File: config.mk
export PLATFORM = sky130hd
export DESIGN_NAME = mux_pipe_stage
export DESIGN_NICKNAME = d
export VERILOG_FILES = /design/src/rtl/mux_pipe_stage.sv
export SDC_FILE = /design/constraint.sdc
export NUM_CORES = 1
export LEC_CHECK = 0
export BUFFER_PORTS_ARGS = -buffer_cell sky130_fd_sc_hd__buf_2
export CELL_PAD_IN_SITES_DETAIL_PLACEMENT = 0
export CELL_PAD_IN_SITES_GLOBAL_PLACEMENT = 1
export CORE_MARGIN = 2
export CORE_UTILIZATION = 38
export DETAILED_ROUTE_END_ITERATION = 8
export GPL_TIMING_DRIVEN = 0
export PLACE_DENSITY = 0.9
export SETUP_SLACK_MARGIN = 0.3
export SLEW_MARGIN = 20
export SYNTH_ARGS = -nofsm -noshare
export SYNTH_HDL_FRONTEND = slang
export SYNTH_SLANG_ARGS = --single-unit
File: constraint.sdc
create_clock -name clk -period 4.95 [get_ports clk]
set_input_delay 1.485 -clock clk [delete_from_list [all_inputs] [get_ports clk]]
set_output_delay 1.485 -clock clk [all_outputs]
set_load 0.03 [all_outputs]
File: src/rtl/mux_pipe_stage.sv
// rtl/mux_pipe_stage.sv - N:1 registered select stage with valid/ready handshake and 2-entry skid buffer
module mux_pipe_stage #(
  parameter int               WIDTH   = 32,
  parameter int               NUM_IN  = 4,
  parameter int               SEL_W   = 2,
  parameter logic [WIDTH-1:0] ERR_VAL = '0
) (
  input  logic                    clk,
  input  logic                    reset,
  input  logic                    flush,
  input  logic                    in_valid,
  output logic                    in_ready,
  input  logic [SEL_W-1:0]        sel,
  input  logic [NUM_IN*WIDTH-1:0] data_in,
  output logic                    out_valid,
  input  logic                    out_ready,
  output logic [WIDTH-1:0]        out_data,
  output logic [SEL_W-1:0]        out_sel,
  output logic                    out_err
);

  typedef enum logic [1:0] {
    EMPTY = 2'd0,
    ONE   = 2'd1,
    FULL  = 2'd2
  } state_t;

  state_t           state_q, state_d;
  logic [WIDTH-1:0] head_data_q, head_data_d;
  logic [SEL_W-1:0] head_sel_q, head_sel_d;
  logic             head_err_q, head_err_d;
  logic [WIDTH-1:0] skid_data_q, skid_data_d;
  logic [SEL_W-1:0] skid_sel_q, skid_sel_d;
  logic             skid_err_q, skid_err_d;

  logic [WIDTH-1:0] new_data;
  logic             new_err;
  logic             accept;
  logic             pop;

  // Out-of-range selects fall through the loop and keep ERR_VAL with the error flag set.
  always_comb begin
    new_data = ERR_VAL;
    new_err  = 1'b1;
    for (int i = 0; i < NUM_IN; i++) begin
      if (sel == SEL_W'(i)) begin
        new_data = data_in[i*WIDTH +: WIDTH];
        new_err  = 1'b0;
      end
    end
  end

  assign in_ready  = (state_q != FULL);
  assign out_valid = (state_q != EMPTY);
  assign accept    = in_valid && in_ready;
  assign pop       = out_valid && out_ready;

  always_comb begin
    state_d     = state_q;
    head_data_d = head_data_q;
    head_sel_d  = head_sel_q;
    head_err_d  = head_err_q;
    skid_data_d = skid_data_q;
    skid_sel_d  = skid_sel_q;
    skid_err_d  = skid_err_q;
    case (state_q)
      EMPTY: begin
        if (accept) begin
          state_d     = ONE;
          head_data_d = new_data;
          head_sel_d  = sel;
          head_err_d  = new_err;
        end
      end
      ONE: begin
        if (accept && pop) begin
          head_data_d = new_data;
          head_sel_d  = sel;
          head_err_d  = new_err;
        end else if (accept) begin
          state_d     = FULL;
          skid_data_d = new_data;
          skid_sel_d  = sel;
          skid_err_d  = new_err;
        end else if (pop) begin
          state_d = EMPTY;
        end
      end
      FULL: begin
        if (pop) begin
          state_d     = ONE;
          head_data_d = skid_data_q;
          head_sel_d  = skid_sel_q;
          head_err_d  = skid_err_q;
        end
      end
      default: state_d = EMPTY;
    endcase
    // Squash only clears occupancy; data registers are allowed to go stale.
    if (flush) begin
      state_d = EMPTY;
    end
  end

  always_ff @(posedge clk) begin
    if (reset) begin
      state_q     <= EMPTY;
      head_data_q <= '0;
      head_sel_q  <= '0;
      head_err_q  <= 1'b0;
      skid_data_q <= '0;
      skid_sel_q  <= '0;
      skid_err_q  <= 1'b0;
    end else begin
      state_q     <= state_d;
      head_data_q <= head_data_d;
      head_sel_q  <= head_sel_d;
      head_err_q  <= head_err_d;
      skid_data_q <= skid_data_d;
      skid_sel_q  <= skid_sel_d;
      skid_err_q  <= skid_err_d;
    end
  end

  assign out_data = head_data_q;
  assign out_sel  = head_sel_q;
  assign out_err  = head_err_q;

endmodule
==> results.ini <==
[timing]
timing.final.crit_share_pct=63.8
setup_viol=0
drv_slew=0
hold_viol_final=0
worst_pin_slew_ns=0.733
fmax_mhz=317
tns_ns=0
fin_crit_ns=3.16
relSlewSlack_pct=51.1
fin_hold_ws_ns=0.457
rsz0062_at_grt=no
finClkSkew_ns=0.0100

[clock_network]
cts_resized=0
tritoncts=yes
clk_latency_ns=0.35
cts_setup_buffers=0
clkSinkCount=72
clockBufferDepth=2
numCtsBuffers=9
clk_pin_slew_worst_paths_ns=0.08
cts_max_level=3
cts_hold_buf=0
root_buffer=clkbuf_8

[hold_path]
hold_path_depth=2
holdCritPathClass=reg -> reg
min_to=skid_data_q[13]
min_from=skid_data_q[13]

[pwr]
clkPwrFrac_pct=34.4
p_leak_nw=2.31
powerDensity_mw_per_mm2=290
power_frac_seq_pct=41.8
vdd_drop_max_mv=0.124
swShare_pct=30.0
combPwrFrac_pct=23.8
power.internal_mw=1.06
switchingPower_mw=0.453

[logic_synthesis]
synth-edff-count=0
synth_warnings=0
synthFlopType=dfxtp_1
ys_async_sr_fraction_pct=0
synth-seq-cells=72
synth.net_count=507
syn_inst=372
syn_area_per_cell_um2=10.7
synth_seq_area_share_pct=36.3
syn_area_mm2=0.00397
synth.distinct_cells=26

[final_layout]
n_antenna_cell=0
layout-drive-gt1-share_pct=48.6
area.growth.synth_to_final_pct=31.0
final_cell_mix=180 x buf_2, 72 x dfxtp_1, 70 x nand2_1
final_common_cell=buf_2
nNetsFinal=686

[job]
cap_violations=0

[setup_path]
r2r_start=state_q[0]
cp.required_ns=3.46
path_max_fanout=10
worstSetupPathType=reg -> out
cp-end-kind=primary output
rrSetupSlack_ns=3.16
r2r_end=out_data[16]
worst_ep_arrival_time_ns=1.67
reg2regPathDepth=5
worstSetupStartpointType=flip-flop

[detailed_routing]
vias=3728
drc=0
viasPerCell=5.39
wl_mm=11.6
first_pass_iters=4
dr.first_iter.drc_count=196
ant_nets=0
wire_per_inst_um=16.8

[grt]
grt-ovfl-total=0
grt_max_degree=14
grt_usage_pct=20.9
grt_pass1_wl_mm=18.6
grt_pass1_vias=3785
antenna_found_initial=0

[floorplan]
io_pins=172
die-area_mm2=0.0113
rows=37
start_util_pct=38.8
die_y_um=106
fp.dieW_um=106
core_mm2=0.0102

[placed_design]
gp_congestion=0.800
port_buffers=168
dp_hpwl_mm=8.76

[outcome]
outcome=finished clean

[worst max-delay path, stage by stage (launching register included)]
cell and delay, ns:
dfxtp_1 0.42, nand2b_1 0.13, buf_4 0.19, buf_2 0.32, buf_2 0.26
[how the worst max path moves through the flow]
stage	startpoint	end	slack, ns	cells past startpoint
finish	state_q[0]	in_ready	1.79	4
global route	state_q[0]	in_ready	1.70	4
global placement	sel[1]	out_data[26]	1.90	5
detailed placement	sel[1]	out_data[24]	1.88	5
floorplan	sel[0]	out_data[15]	2.20	5
CTS	state_q[0]	in_ready	1.76	4
[cell usage after synthesis, types with 2 or more instances]
master	instances	area share (%)
buf_2	12	1.5
a21oi_1	35	4.4
a211oi_2	30	9.4
dfxtp_1	72	36
mux4_2	32	18
a21o_1	2	0.38
buf_4	5	0.94
a211oi_1	39	7.4
inv_1	2	0.19
mux2i_1	34	8.6
clkbuf_1	21	2.0
nand2_1	70	6.6
buf_6	5	1.4
[cell families (layout without fill, tap and decap cells)]
family	Yosys count	in the layout	share of synthesized area (%)
AOI/OAI and AO/OA	108	108	22.0
and+or+nand+nor	79	79	8.44
DFF	72	72	36.3
muxes	67	67	27.1
buffers and inverters	46	230	6.14
[through the flow]
step	instance area (um^2)	cells	total power, mW	util [%]	setup slack, ns
2_1_floorplan	3970	372	0.880	-	2.20
3_3_place_gp	4980	676	0.995	48.7	1.90
3_5_place_dp	4980	676	1.01	48.7	1.88
4_1_cts	5200	692	1.52	50.9	1.76
5_1_grt	5200	692	1.57	50.9	1.70
6_report	5200	692	1.51	50.9	1.79
[state kept, by name (all words and copies together) (netlist names)]
name / count
skid_sel_q: 2
state_q: 2
out_err: 1
out_data: 32
skid_data_q: 32
skid_err_q: 1
out_sel: 2
[cell type report]
| class | instances | area (um^2) |
|---|---|---|
| fillers | 952 | 5030 |
| multi-input cells | 254 | 2290 |
| inverters | 2 | 7.51 |
| clock buffers | 10 | 128 |
| clock inverters | 6 | 93.8 |
| well taps | 136 | 170 |
| flip-flops and latches | 72 | 1440 |
| plain buffers | 44 | 236 |
| repair buffers | 168 | 841 |
[power by group through the flow]
stage                     Clock [mW]  Combinational (mW)  Sequential (mW)
after floorplan                    0               0.183            0.697
after global placement             0               0.351            0.644
after detailed placement           0               0.360            0.645
after CTS                      0.528               0.361            0.632
after global routing           0.551               0.387            0.635
final                          0.519               0.360            0.632
[metal layers]
layer  share of wire, %  vias up  wire (um)  GRT usage, %
li1                   -     1768          -             -
met1                 42     1797       4920          25.7
met2                 49      148       5690          36.5
met3                7.1       15        827          4.66
met4                1.4        0        159          6.58
met5                  0        -          0             0
Power figures use the tool's default switching activity.
